==> src/rtl/pipeline_hazard_controller_if.sv <==
// Hazard-controller bus: groups the pipeline-side observation signals and the
// stall/flush controls that the hazard controller drives back into the pipe.
//   slave  : controller side (observes pipeline state, drives enables/flushes)
//   master : pipeline/bench side (drives pipeline state, observes controls)
// Signals:
//   id_rs, id_rt           ID source registers
//   idex_mem_read, idex_rt load sitting in ID/EX and its destination
//   exmem_*                branch/jump/memory info registered in EX/MEM
//   dmem_ready             data memory completes this cycle
//   perf_clear             synchronous clear of the perf counters
//   *_write, *_flush       pipeline register enables and bubble strobes
//   memwb_bubble, redirect bubble into MEM/WB, PC target select
//   mem_timeout            sticky memory fault flag
//   stall_cycles, flush_count  saturating perf counters
interface pipeline_hazard_controller_if #(
  parameter int COUNT_W = 16
);
  logic [4:0]         id_rs;
  logic [4:0]         id_rt;
  logic               idex_mem_read;
  logic [4:0]         idex_rt;
  logic               exmem_zero;
  logic               exmem_branch_eq;
  logic               exmem_branch_ne;
  logic               exmem_jump;
  logic               exmem_mem_access;
  logic               dmem_ready;
  logic               perf_clear;
  logic               pc_write;
  logic               ifid_write;
  logic               idex_write;
  logic               exmem_write;
  logic               ifid_flush;
  logic               idex_flush;
  logic               exmem_flush;
  logic               memwb_bubble;
  logic               redirect;
  logic               mem_timeout;
  logic [COUNT_W-1:0] stall_cycles;
  logic [COUNT_W-1:0] flush_count;

  modport slave (
    input  id_rs, id_rt, idex_mem_read, idex_rt,
           exmem_zero, exmem_branch_eq, exmem_branch_ne, exmem_jump,
           exmem_mem_access, dmem_ready, perf_clear,
    output pc_write, ifid_write, idex_write, exmem_write,
           ifid_flush, idex_flush, exmem_flush, memwb_bubble, redirect,
           mem_timeout, stall_cycles, flush_count
  );

  modport master (
    output id_rs, id_rt, idex_mem_read, idex_rt,
           exmem_zero, exmem_branch_eq, exmem_branch_ne, exmem_jump,
           exmem_mem_access, dmem_ready, perf_clear,
    input  pc_write, ifid_write, idex_write, exmem_write,
           ifid_flush, idex_flush, exmem_flush, memwb_bubble, redirect,
           mem_timeout, stall_cycles, flush_count
  );
endinterface

==> src/rtl/pipeline_hazard_controller.sv <==
// Central stall/flush sequencer for the 5-stage MIPS pipeline.
// Ports:
//   clk    rising-edge clock (pipeline registers capture on the falling edge)
//   reset  asynchronous, active-low
//   hz     pipeline_hazard_controller_if.slave (all pipeline-facing signals)
// Same-cycle priority: FAULT > memory hold > taken branch/jump > load-use.
// The FSM only tracks memory waits and the timeout fault; the hold, redirect
// and load-use responses themselves are purely combinational.
module pipeline_hazard_controller #(
  parameter int MEM_TIMEOUT = 16,
  parameter int COUNT_W     = 16
) (
  input  logic                          clk,
  input  logic                          reset,
  pipeline_hazard_controller_if.slave   hz
);

  typedef enum logic [1:0] {RUN, MEM_WAIT, FAULT} state_e;

  localparam int                WAIT_W    = $clog2(MEM_TIMEOUT + 1);
  localparam logic [WAIT_W:0]   TIMEOUT_V = (WAIT_W + 1)'(MEM_TIMEOUT);
  localparam logic [WAIT_W-1:0] WAIT_ONE  = WAIT_W'(1);

  state_e              state_q, state_d;
  logic [WAIT_W-1:0]   wait_q, wait_d;
  logic [COUNT_W-1:0]  stall_q, stall_d;
  logic [COUNT_W-1:0]  flush_q, flush_d;

  logic taken, load_use, mem_hold;
  logic in_fault;
  logic [WAIT_W:0] wait_inc;
  logic last_wait;

  logic pc_write, ifid_write, idex_write, exmem_write;
  logic ifid_flush, idex_flush, exmem_flush, memwb_bubble, redirect;
  logic stall_evt;

  // ---------------------------------------------------------------------
  // Hazard detection
  // ---------------------------------------------------------------------
  always_comb begin
    taken    = (hz.exmem_branch_eq & hz.exmem_zero)
             | (hz.exmem_branch_ne & ~hz.exmem_zero)
             | hz.exmem_jump;
    // $zero is never really written, so a load to r0 cannot create a hazard.
    load_use = hz.idex_mem_read & (hz.idex_rt != 5'd0)
             & ((hz.idex_rt == hz.id_rs) | (hz.idex_rt == hz.id_rt));
    mem_hold = hz.exmem_mem_access & ~hz.dmem_ready;
    in_fault = (state_q == FAULT);
  end

  // Wait counter holds the number of hold cycles already spent; the cycle
  // whose increment reaches MEM_TIMEOUT is the last one tolerated.
  always_comb begin
    wait_inc  = {1'b0, wait_q} + {{WAIT_W{1'b0}}, 1'b1};
    last_wait = (wait_inc >= TIMEOUT_V);
  end

  // ---------------------------------------------------------------------
  // FSM: state register
  // ---------------------------------------------------------------------
  always_ff @(posedge clk or negedge reset) begin
    if (!reset) begin
      state_q <= RUN;
      wait_q  <= '0;
    end else begin
      state_q <= state_d;
      wait_q  <= wait_d;
    end
  end

  // ---------------------------------------------------------------------
  // FSM: next state
  // ---------------------------------------------------------------------
  always_comb begin
    state_d = state_q;
    wait_d  = wait_q;
    unique case (state_q)
      RUN: begin
        if (mem_hold) begin
          state_d = MEM_WAIT;
          wait_d  = WAIT_ONE;
        end
      end
      MEM_WAIT: begin
        if (!mem_hold) begin
          // Access completes this cycle; pipeline resumes normally.
          state_d = RUN;
          wait_d  = '0;
        end else if (last_wait) begin
          state_d = FAULT;
          wait_d  = '0;
        end else begin
          wait_d  = wait_inc[WAIT_W-1:0];
        end
      end
      FAULT: begin
        state_d = FAULT;
      end
      default: begin
        state_d = RUN;
        wait_d  = '0;
      end
    endcase
  end

  // ---------------------------------------------------------------------
  // Pipeline controls (priority encoded, same cycle)
  // ---------------------------------------------------------------------
  always_comb begin
    pc_write     = 1'b0;
    ifid_write   = 1'b0;
    idex_write   = 1'b0;
    exmem_write  = 1'b0;
    ifid_flush   = 1'b0;
    idex_flush   = 1'b0;
    exmem_flush  = 1'b0;
    memwb_bubble = 1'b0;
    redirect     = 1'b0;
    stall_evt    = 1'b0;
    if (!reset) begin
      // Everything quiet while reset is held.
    end else if (in_fault) begin
      memwb_bubble = 1'b1;
    end else if (mem_hold) begin
      // Freeze everything upstream of MEM; MEM/WB drains a bubble.
      memwb_bubble = 1'b1;
      stall_evt    = 1'b1;
    end else if (taken) begin
      // Squash the three younger instructions and load the target.
      pc_write     = 1'b1;
      ifid_write   = 1'b1;
      idex_write   = 1'b1;
      exmem_write  = 1'b1;
      ifid_flush   = 1'b1;
      idex_flush   = 1'b1;
      exmem_flush  = 1'b1;
      redirect     = 1'b1;
    end else if (load_use) begin
      // Hold PC and IF/ID, push a bubble into ID/EX, let the load advance.
      idex_write   = 1'b1;
      exmem_write  = 1'b1;
      idex_flush   = 1'b1;
      stall_evt    = 1'b1;
    end else begin
      pc_write     = 1'b1;
      ifid_write   = 1'b1;
      idex_write   = 1'b1;
      exmem_write  = 1'b1;
    end
  end

  // ---------------------------------------------------------------------
  // Saturating perf counters; clear wins over increment
  // ---------------------------------------------------------------------
  always_comb begin
    stall_d = stall_q;
    flush_d = flush_q;
    if (hz.perf_clear) begin
      stall_d = '0;
      flush_d = '0;
    end else begin
      if (stall_evt && (stall_q != '1)) stall_d = stall_q + 1'b1;
      if (redirect  && (flush_q != '1)) flush_d = flush_q + 1'b1;
    end
  end

  always_ff @(posedge clk or negedge reset) begin
    if (!reset) begin
      stall_q <= '0;
      flush_q <= '0;
    end else begin
      stall_q <= stall_d;
      flush_q <= flush_d;
    end
  end

  // ---------------------------------------------------------------------
  // Outputs
  // ---------------------------------------------------------------------
  assign hz.pc_write     = pc_write;
  assign hz.ifid_write   = ifid_write;
  assign hz.idex_write   = idex_write;
  assign hz.exmem_write  = exmem_write;
  assign hz.ifid_flush   = ifid_flush;
  assign hz.idex_flush   = idex_flush;
  assign hz.exmem_flush  = exmem_flush;
  assign hz.memwb_bubble = memwb_bubble;
  assign hz.redirect     = redirect;
  assign hz.mem_timeout  = in_fault;
  assign hz.stall_cycles = stall_q;
  assign hz.flush_count  = flush_q;

endmodule
==> src/flat_wrapper.sv <==
// flat-port wrapper written by rule: the top's interface ports become plain ports
module pipeline_hazard_controller_flat 
#(
  parameter int MEM_TIMEOUT = 16,
  parameter int COUNT_W     = 16
)
  (clk, reset, hz_id_rs, hz_id_rt, hz_idex_mem_read, hz_idex_rt, hz_exmem_zero, hz_exmem_branch_eq, hz_exmem_branch_ne, hz_exmem_jump, hz_exmem_mem_access, hz_dmem_ready, hz_perf_clear, hz_pc_write, hz_ifid_write, hz_idex_write, hz_exmem_write, hz_ifid_flush, hz_idex_flush, hz_exmem_flush, hz_memwb_bubble, hz_redirect, hz_mem_timeout, hz_stall_cycles, hz_flush_count);
  pipeline_hazard_controller_if #(.COUNT_W(COUNT_W)) hz_i ();
  input  logic clk;
  input  logic reset;
  input wire logic [$bits(hz_i.id_rs)-1:0] hz_id_rs;
  input wire logic [$bits(hz_i.id_rt)-1:0] hz_id_rt;
  input wire logic [$bits(hz_i.idex_mem_read)-1:0] hz_idex_mem_read;
  input wire logic [$bits(hz_i.idex_rt)-1:0] hz_idex_rt;
  input wire logic [$bits(hz_i.exmem_zero)-1:0] hz_exmem_zero;
  input wire logic [$bits(hz_i.exmem_branch_eq)-1:0] hz_exmem_branch_eq;
  input wire logic [$bits(hz_i.exmem_branch_ne)-1:0] hz_exmem_branch_ne;
  input wire logic [$bits(hz_i.exmem_jump)-1:0] hz_exmem_jump;
  input wire logic [$bits(hz_i.exmem_mem_access)-1:0] hz_exmem_mem_access;
  input wire logic [$bits(hz_i.dmem_ready)-1:0] hz_dmem_ready;
  input wire logic [$bits(hz_i.perf_clear)-1:0] hz_perf_clear;
  output wire logic [$bits(hz_i.pc_write)-1:0] hz_pc_write;
  output wire logic [$bits(hz_i.ifid_write)-1:0] hz_ifid_write;
  output wire logic [$bits(hz_i.idex_write)-1:0] hz_idex_write;
  output wire logic [$bits(hz_i.exmem_write)-1:0] hz_exmem_write;
  output wire logic [$bits(hz_i.ifid_flush)-1:0] hz_ifid_flush;
  output wire logic [$bits(hz_i.idex_flush)-1:0] hz_idex_flush;
  output wire logic [$bits(hz_i.exmem_flush)-1:0] hz_exmem_flush;
  output wire logic [$bits(hz_i.memwb_bubble)-1:0] hz_memwb_bubble;
  output wire logic [$bits(hz_i.redirect)-1:0] hz_redirect;
  output wire logic [$bits(hz_i.mem_timeout)-1:0] hz_mem_timeout;
  output wire logic [$bits(hz_i.stall_cycles)-1:0] hz_stall_cycles;
  output wire logic [$bits(hz_i.flush_count)-1:0] hz_flush_count;
  assign hz_i.id_rs = hz_id_rs;
  assign hz_i.id_rt = hz_id_rt;
  assign hz_i.idex_mem_read = hz_idex_mem_read;
  assign hz_i.idex_rt = hz_idex_rt;
  assign hz_i.exmem_zero = hz_exmem_zero;
  assign hz_i.exmem_branch_eq = hz_exmem_branch_eq;
  assign hz_i.exmem_branch_ne = hz_exmem_branch_ne;
  assign hz_i.exmem_jump = hz_exmem_jump;
  assign hz_i.exmem_mem_access = hz_exmem_mem_access;
  assign hz_i.dmem_ready = hz_dmem_ready;
  assign hz_i.perf_clear = hz_perf_clear;
  assign hz_pc_write = hz_i.pc_write;
  assign hz_ifid_write = hz_i.ifid_write;
  assign hz_idex_write = hz_i.idex_write;
  assign hz_exmem_write = hz_i.exmem_write;
  assign hz_ifid_flush = hz_i.ifid_flush;
  assign hz_idex_flush = hz_i.idex_flush;
  assign hz_exmem_flush = hz_i.exmem_flush;
  assign hz_memwb_bubble = hz_i.memwb_bubble;
  assign hz_redirect = hz_i.redirect;
  assign hz_mem_timeout = hz_i.mem_timeout;
  assign hz_stall_cycles = hz_i.stall_cycles;
  assign hz_flush_count = hz_i.flush_count;
  pipeline_hazard_controller #(.MEM_TIMEOUT(MEM_TIMEOUT), .COUNT_W(COUNT_W)) u_core (.clk(clk), .reset(reset), .hz(hz_i));
endmodule
==> config.mk <==
export PLATFORM = sky130hd
export DESIGN_NAME = pipeline_hazard_controller_flat
export DESIGN_NICKNAME = d
export VERILOG_FILES = /design/src/rtl/pipeline_hazard_controller_if.sv /design/src/rtl/pipeline_hazard_controller.sv /design/src/flat_wrapper.sv
export SDC_FILE = /design/constraint.sdc
export NUM_CORES = 1
export LEC_CHECK = 0
export ABC_CLOCK_PERIOD_IN_PS = 2100
export CAP_MARGIN = 10
export CORE_MARGIN = 4
export CORE_UTILIZATION = 44
export CTS_BUF_LIST = sky130_fd_sc_hd__clkbuf_4 sky130_fd_sc_hd__clkbuf_8
export DETAILED_ROUTE_END_ITERATION = 6
export GPL_ROUTABILITY_DRIVEN = 0
export GPL_TIMING_DRIVEN = 0
export PLACE_DENSITY = 0.86
export SLEW_MARGIN = 25
export SYNTH_ARGS = -nofsm -noshare
export SYNTH_HDL_FRONTEND = slang
export SYNTH_SLANG_ARGS = --single-unit
==> constraint.sdc <==
create_clock -name clk -period 2.1 [get_ports clk]
set_input_delay 0.42 -clock clk [delete_from_list [all_inputs] [get_ports clk]]
set_output_delay 0.42 -clock clk [all_outputs]
set_load 0.05 [all_outputs]
Yosys cells after proc, flatten, opt, wreduce, memory -nomap -nowiden
Index checks and enable logic that the tools add are counted.
- reductions and logical operators: 8
- $lt $le $gt $ge: 1
- multiplexer cells: 36
- bitwise logic cells: 11
- divide/modulo/power cells: 0
- eq/ne operators: 8
- add/subtract/negate cells: 3
- $mul: 0
- shifts and indexed selects: 0
- operator list (cell ; count):
    two-way mux 16 bit ; 4
    adder 16 x 1 -> 16 bit, second input constant ; 2
    != test 16 bit, second input constant ; 2
    two-way mux 1 bit ; 24
    two-way mux 5 bit ; 3
    one-hot mux 5 bit (3 select lines) ; 1
    equality test 5 bit ; 2
    adder 5 x 1 -> 6 bit, second input constant ; 1
    >= comparator 6 x 5 -> 1 bit, second input constant ; 1
    two-way mux 2 bit ; 3
    one-hot mux 2 bit (3 select lines) ; 1
    AND 1 bit ; 5
    nonzero test 5 bit ; 1
    AND reduction 2 bit ; 2
    nonzero test 2 bit ; 2
    != test 3 bit, second input constant ; 1
    NOT 1 bit ; 3
    OR 1 bit ; 3
    equality test 2 x 1 -> 1 bit, second input constant ; 1
    equality test 2 bit, second input constant ; 1
    logical AND 1 bit ; 2
    zero test 2 bit ; 1
    != test 2 x 1 -> 1 bit, second input constant ; 1
- bits in writable memories: 0
- word-level logic and storage cells: 71
- bits in read-only memories: 0
- latch bits: 0
- bits of input ports: 25
- memories: 0
- output and inout port bits: 42
- register bits after elaboration: 39

Depth between registers and ports, before layout
Gate-level depths: netlist of the first run.
- depth after elaboration: 11
- depth in mapped cells: 10
- depth with buffers taken out: 7

Least setup slack after synthesis of the first run
No wires, ideal clock.
- path kind: input to output
- start: in hz_idex_rt[0]
- end: out hz_pc_write
- stages: 5
- path buffers: 1
- required time: 1.680 ns
- setup slack: -0.654 ns
- arrival time: 2.334 ns
- cells stage by stage: or4_1 o21ai_2 nor3_2 a21oi_1 buf_4
- word-level cells in the longest chain between the ends: 8
- elaborated cells on any way between the ends: 11
- classes of those cells: 2 x eq/ne; 5 x mux; 3 x bitwise; 1 x reduce/logical
- RTL lines (what ; RTL line ; text):
    start, declared ; flat_wrapper.sv:14 ; input wire logic [$bits(hz_i.idex_rt)-1:0] hz_idex_rt;
    equality test 5 bit / nonzero test 5 bit (equally long branches) ; pipeline_hazard_controller.sv:47, pipeline_hazard_controller.sv:46 ;
    OR 1 bit / AND 1 bit (equally long branches) ; pipeline_hazard_controller.sv:47, pipeline_hazard_controller.sv:46 ;
    AND 1 bit * ; pipeline_hazard_controller.sv:47 ; & ((hz.idex_rt == hz.id_rs) | (hz.idex_rt == hz.id_rt));
    two-way mux 1 bit * (5 in a row) ; n/a ;
    end, declared ; flat_wrapper.sv:22 ; output wire logic [$bits(hz_i.pc_write)-1:0] hz_pc_write;
Mark *: on every way between the ends. The rest lies on a longest branch, timed or not.

Worst setup path in the final report of the first run
- start: in hz_idex_rt[4]
- end: out hz_pc_write
- word-level cells in the longest chain between the ends: 8
- elaborated cells on any way between the ends: 11
- classes of those cells: 2 x eq/ne; 5 x mux; 3 x bitwise; 1 x reduce/logical
- RTL lines (what ; RTL line ; text):
    equality test 5 bit / nonzero test 5 bit (equally long branches) ; pipeline_hazard_controller.sv:47, pipeline_hazard_controller.sv:46 ;
    OR 1 bit / AND 1 bit (equally long branches) ; pipeline_hazard_controller.sv:47, pipeline_hazard_controller.sv:46 ;
    AND 1 bit * ; pipeline_hazard_controller.sv:47 ;
    two-way mux 1 bit * ; pipeline_hazard_controller.sv:139 ; end else if (load_use) begin
    two-way mux 1 bit * ; pipeline_hazard_controller.sv:129 ; end else if (taken) begin
    two-way mux 1 bit * ; pipeline_hazard_controller.sv:125 ; end else if (mem_hold) begin
    two-way mux 1 bit * ; pipeline_hazard_controller.sv:123 ; end else if (in_fault) begin
    two-way mux 1 bit * ; pipeline_hazard_controller.sv:121 ; if (!reset) begin
Marked as above.

==> reports/results.ini, run 1 <==
[finish]
nets = 356
layout-drive-gt1-share = 0.238
antenna_cells = 0
final_util = 0.699
fin_area_um2 = 3390
finalNonFillerCells = 395
areaGrowthSynthToFinish_pct = 50.9

[timing]
skew_ns = 0.00470
tns_ns = -0.0956
rsz0062_at_grt = true
finalCritPeriodShare = 1.04
whs_ns = 0.0495
max_freq_mhz = 460
drv_slew = 0
setup_viol = 3
relSlewSlack = 0.614
setup_ws_ns = -0.0760
min_period_ns = 2.18
finalHoldViolations = 0
worst_pin_slew_ns = 0.579

[floorplanning]
core_um2 = 4850
io_pins = 67
die_x_um = 79.5
fp.dieArea_um2 = 6310
rows = 25
initial_utilization = 0.463
die_y_um = 79.5

[global_route]
track_usage = 0.204
antenna_found_initial = 0
grt_max_degree = 29
grt_overflow = 0
grt_pass1_vias = 2160
grt_pass1_wl_um = 10300

[detailed_routing]
via_per_inst = 5.37
final_antenna_net_count = 0
maxUsedRoutingLayer = met4
drt_wl_total_um = 6130
drtIter0Drc = 81
wl_met2_um = 3160
met1_length_um = 2630
drc_errors = 0
wl_per_cell_um = 15.5
num_vias = 2122
drtPass1Iterations = 4
met3_length_um = 225

[place]
dp_cells = 376
place_area_um2 = 3050
portBuffers = 66
detailedPlace.worstSlack_ns = -1.12
place_hpwl_um = 4250

[logic_synthesis]
avgSynthCellArea_um2 = 9.29
synth_most_common_cell = dfrtp_1
synth_fp_nets = 270
ys_seq_area_frac = 0.434
netlist_area_um2 = 2250
synth-seq-cells = 39
synth-edff-count = 0
synth_cell_types = 40
async_flop_share = 1.00
synthCells = 242
synth_top_cells_by_area = dfrtp_1, xor2_1, xnor2_1, nor2_1, or3_1
synth_top_cell_by_area = dfrtp_1
synth_top_area_share = 0.434
yosysWarnings = 0
ys.flop_type = dfrtp_1
synth_common_cells = dfrtp_1, nor2_1, nand2_1

[clock_tree]
cts_tree = done
cts_hold_buf = 0
root_buffer = clkbuf_8
clk_pin_slew_ns = 0.07
numCtsBuffers = 5
worstSkewPairLatency_ns = 0.29
cts_sinks = 39
htreeDepth = 2
clockBufferDepth = 2

[worst_setup_path]
worstPathRequired_ns = 1.68
worst_setup_path_start_kind = input pin
crit_fanout = 3
critical_path_class = in2out
endpoint_kind = output port
arrival_ns = 1.76

[power_and_ir_drop]
p_leak_nw = 1.40
p_per_area_nw_per_um2 = 480
power_mw = 1.63
peakVddDrop_v = 0.000363

[worst_hold_path]
hold_path.class = in2async

[job]
maxCapViolations = 0

[outcome]
status = finished, violations left
violations = setup timing

==> critical path, cell delays in order <==
cell and delay, ns:
buf_8 0.10, or4_4 0.54, o21ai_4 0.20, nor3_4 0.08
a21oi_4 0.16, buf_6 0.12, buf_8 0.13
==> layout by cell type, fill, tap and decap left out, types with 6 or more instances in the layout <==
master / instances
o21ai_1: 8
nor2_1: 26
buf_6: 10
a21oi_2: 6
a21oi_1: 9
xnor2_1: 12
clkdlybuf4s50_1: 36
dlygate4sd2_1: 15
nand2_1: 19
nand4_1: 9
o21ai_0: 10
or3_1: 12
xor2_1: 14
buf_4: 14
nand3_1: 16
dfrtp_1: 35
==> registers in the layout (all words and copies together) (netlist names) <==
signal	flops
u_core.hz.flush_count	16
u_core.hz.stall_cycles	16
u_core.state_q	2
u_core.wait_q	5
==> area by class of cell <==
type	instances	area [um2]
flip-flops and latches	39	981
clock buffers	7	83.8
well taps	67	83.8
inverters	5	18.8
plain buffers	10	91.3
fillers	368	1460
repair buffers	80	791
multi-input cells	187	1340
==> final timing paths <==
kind	cells past startpoint	to	slack, ns	from
setup / recovery	7	hz_pc_write	-0.08	hz_idex_rt[4]
hold / removal	1	u_core.hz.stall_cycles[6]	0.05	reset
setup reg to reg	9	u_core.hz.stall_cycles[14]	0.05	u_core.hz.stall_cycles[0]
hold reg to reg	1	u_core.wait_q[4]	0.53	u_core.wait_q[4]
max in group asynchronous	2	u_core.hz.stall_cycles[0]	1.62	reset
min in group clk	1	u_core.wait_q[4]	0.53	u_core.wait_q[4]
==> kinds of logic after synthesis <==
group | synth area share
DFF | 0.434
adders and majority gates | 0.0167
and+or+nand+nor | 0.261
AOI/OAI and AO/OA | 0.121
muxes | 0.0139
buffers and inverters | 0.0479
xor gates and xnor gates | 0.105
==> power breakdown <==
| group | switching, mW | internal, mW | leakage (nW) |
|---|---|---|---|
| Sequential | 0.0177 | 0.765 | 0.533 |
| Combinational | 0.190 | 0.149 | 0.817 |
| Clock | 0.251 | 0.255 | 0.0452 |
==> timing repair <==
action	CTS	global route
endpoints found under the setup margin	35	32
pin swaps	21	9
gates cloned	0	2
gates resized for setup	112	20
buffers inserted	6	5
==> per-layer routing <==
layer,vias up,track usage
met4,0,0.0773
met3,11,0.0327
li1,1022,-
met5,-,0
met1,1029,0.260
met2,60,0.347
No activity file was read; power rests on OpenSTA's default activity.
==> run 2: changes to the inputs <==
--- a/config.mk
+++ b/config.mk
@@ -14,6 +14,7 @@
 export GPL_ROUTABILITY_DRIVEN = 0
 export GPL_TIMING_DRIVEN = 0
 export PLACE_DENSITY = 0.86
+export SKIP_CTS_REPAIR_TIMING = 1
 export SLEW_MARGIN = 25
 export SYNTH_ARGS = -nofsm -noshare
 export SYNTH_HDL_FRONTEND = slang
==> run 2 against run 1 <==
  * Total power is 0.67% higher
  * Clock power about the same
  * Setup slack got worse by 0.030 ns
  * Critical endpoint unchanged
  * Critical path depth is the same
  * Critical path type unchanged
  * Register-to-register slack worse by 0.09 ns
  * Largest cell class unchanged
  * Flip-flop and latch count is the same
  * The flow still finishes with violations (setup timing)
  * Via count rose by 2.2%
==> reports/results.ini, run 2 (synthesized netlist as in run 1, its figures left out) <==
[finish]
areaGrowthSynthToFinish_pct = 53.2  ; was 50.9%
layout-drive-gt1-share = 0.229  ; was 0.238
layout.cells.most_common_list = clkdlybuf4s50_1, dfrtp_1, nor2_1, nand2_1, dlymetal6s2s_1  ; was clkdlybuf4s50_1, dfrtp_1, nor2_1, nand2_1, nand3_1
mostFrequentLayoutCell = clkdlybuf4s50_1  ; unchanged
nets = 356  ; unchanged
antenna_cells = 0  ; unchanged

[clock_tree]
worstSkewPairLatency_ns = 0.29  ; about the same
htreeDepth = 2  ; unchanged
clk_pin_slew_ns = 0.07  ; about the same
numCtsBuffers = 5  ; unchanged
cts_tree = done  ; unchanged
cts_sinks = 39  ; unchanged
clockBufferDepth = 2  ; unchanged
root_buffer = clkbuf_8  ; unchanged

[timing]
worst_pin_slew_ns = 0.572  ; was 0.579 ns
min_period_ns = 2.21  ; was 2.18 ns
setup_viol = 8  ; was 3
finalHoldViolations = 0  ; unchanged
skew_ns = 0.00308  ; was 0.00470 ns
relSlewSlack = 0.619  ; was 0.614
max_freq_mhz = 453  ; was 460 MHz
whs_ns = 0.0835  ; was 0.0495 ns
tns_ns = -0.249  ; was -0.0956 ns
rsz0062_at_grt = true  ; unchanged
drv_slew = 0  ; unchanged
finalCritPeriodShare = 1.05  ; was 1.04
setup_ws_ns = -0.106  ; was -0.0760 ns

[detailed_routing]
drc_errors = 0  ; unchanged
drtIter0Drc = 88  ; was 81
wl_per_cell_um = 16.1  ; was 15.5 um
drtPass1Iterations = 4  ; unchanged
num_vias = 2168  ; was 2,122
final_antenna_net_count = 0  ; unchanged
drt_wl_total_um = 6370  ; was 6130 um
via_per_inst = 5.49  ; was 5.37

[power_and_ir_drop]
power_switching_mw = 0.466  ; was 0.459 mW
p_int_mw = 1.17  ; about the same
peakVddDrop_v = 0.000364  ; was 0.000363 V
p_per_area_nw_per_um2 = 476  ; was 480 nW/um2
p_leak_nw = 1.52  ; was 1.40 nW
power.share.sequential = 0.478  ; was 0.481
pwr-share-clk = 0.310  ; was 0.311
pwr-share-comb = 0.212  ; was 0.208
sw_frac_of_total = 0.284  ; was 0.282

[global_route]
antenna_found_initial = 0  ; unchanged
grt_overflow = 0  ; unchanged
grt_pass1_wl_um = 9710  ; was 10,300 um
grt_pass1_vias = 2091  ; was 2,160
grt_max_degree = 29  ; unchanged
track_usage = 0.192  ; was 0.204

[worst_setup_path]
critical_path_class = in2out  ; unchanged
worst_setup_path_start_kind = input pin  ; unchanged
endpoint_kind = output port  ; unchanged
worstPathRequired_ns = 1.68  ; about the same
crit_fanout = 3  ; unchanged
arrival_ns = 1.79  ; was 1.76 ns

[worst_hold_path]
hold_path.class = in2async  ; unchanged

[outcome]
violations = setup timing  ; unchanged
status = finished, violations left  ; unchanged

[floorplanning]
die_x_um = 79.5  ; unchanged
die_y_um = 79.5  ; unchanged
initial_utilization = 0.463  ; unchanged
core_um2 = 4850  ; unchanged
fp.dieArea_um2 = 6310  ; unchanged
rows = 25  ; unchanged
io_pins = 67  ; unchanged

[place]
portBuffers = 66  ; unchanged
detailedPlace.worstSlack_ns = -1.12  ; unchanged
place_hpwl_um = 4250  ; unchanged

[job]
maxCapViolations = 0  ; unchanged

[run 2: cell types whose count changed in the layout (fill, tap and decap cells not counted), moves of 2 or more]
cell | previous run | this run
dlymetal6s2s_1 | 1 | 17
dlygate4sd2_1 | 15 | 0
clkbuf_4 | 2 | 5
buf_2 | 4 | 0
buf_4 | 14 | 12
clkbuf_2 | 0 | 3
[run 2: path summary, 6_finish.rpt]
path	startpoint	to	slack, ns	cells past startpoint
worst max-delay path	hz_idex_rt[4]	hz_pc_write	-0.11	7
worst min-delay path	reset	u_core.hz.stall_cycles[6]	0.08	1
worst max register to register	u_core.hz.stall_cycles[0]	u_core.hz.stall_cycles[5]	-0.04	9
worst min register to register	u_core.wait_q[4]	u_core.wait_q[4]	0.52	1
max in group asynchronous	reset	u_core.hz.stall_cycles[0]	1.58	2
min in group clk	u_core.wait_q[4]	u_core.wait_q[4]	0.52	1
[run 2: power groups by stage]
stage	combinational [mW]	sequential (mW)	clock, mW
5_1_grt	0.369	0.786	0.550
3_5_place_dp	0.297	0.798	0
2_1_floorplan	0.150	0.812	0
6_report	0.347	0.783	0.509
3_3_place_gp	0.286	0.797	0
4_1_cts	0.297	0.784	0.512
[run 2: critical path: stages]
cell and delay (ns):
buf_8 0.10, or4_4 0.54, o21ai_4 0.23, nor3_4 0.08
a21oi_4 0.16, buf_6 0.12, buf_8 0.13
[run 2: metrics by stage]
step | total power [mW] | util | cell area, um2 | instances
after CTS | 1.59 | 0.646 | 3130 | 383
after floorplan | 0.962 | - | 2280 | 242
after global routing | 1.70 | 0.710 | 3440 | 395
after detailed placement | 1.09 | 0.628 | 3050 | 376
final | 1.64 | 0.710 | 3440 | 395
after global placement | 1.08 | 0.624 | 3020 | 375
[run 2: per-layer routing]
layer  share of wire  global-route usage  up-vias
li1                -                   -     1026
met1            0.41               0.243     1043
met2            0.51               0.330       82
met3           0.047              0.0339       17
met4           0.033              0.0670        0
met5               0                   0        -
[run 2: area by class of cell]
type / count / area (um2)
fill: 340 / 1410
multi-input combinational: 187 / 1340
sequential: 39 / 981
timing repair buffer: 79 / 838
buffer: 11 / 103
clock buffer: 7 / 83.8
tap: 67 / 83.8
inverter: 5 / 18.8
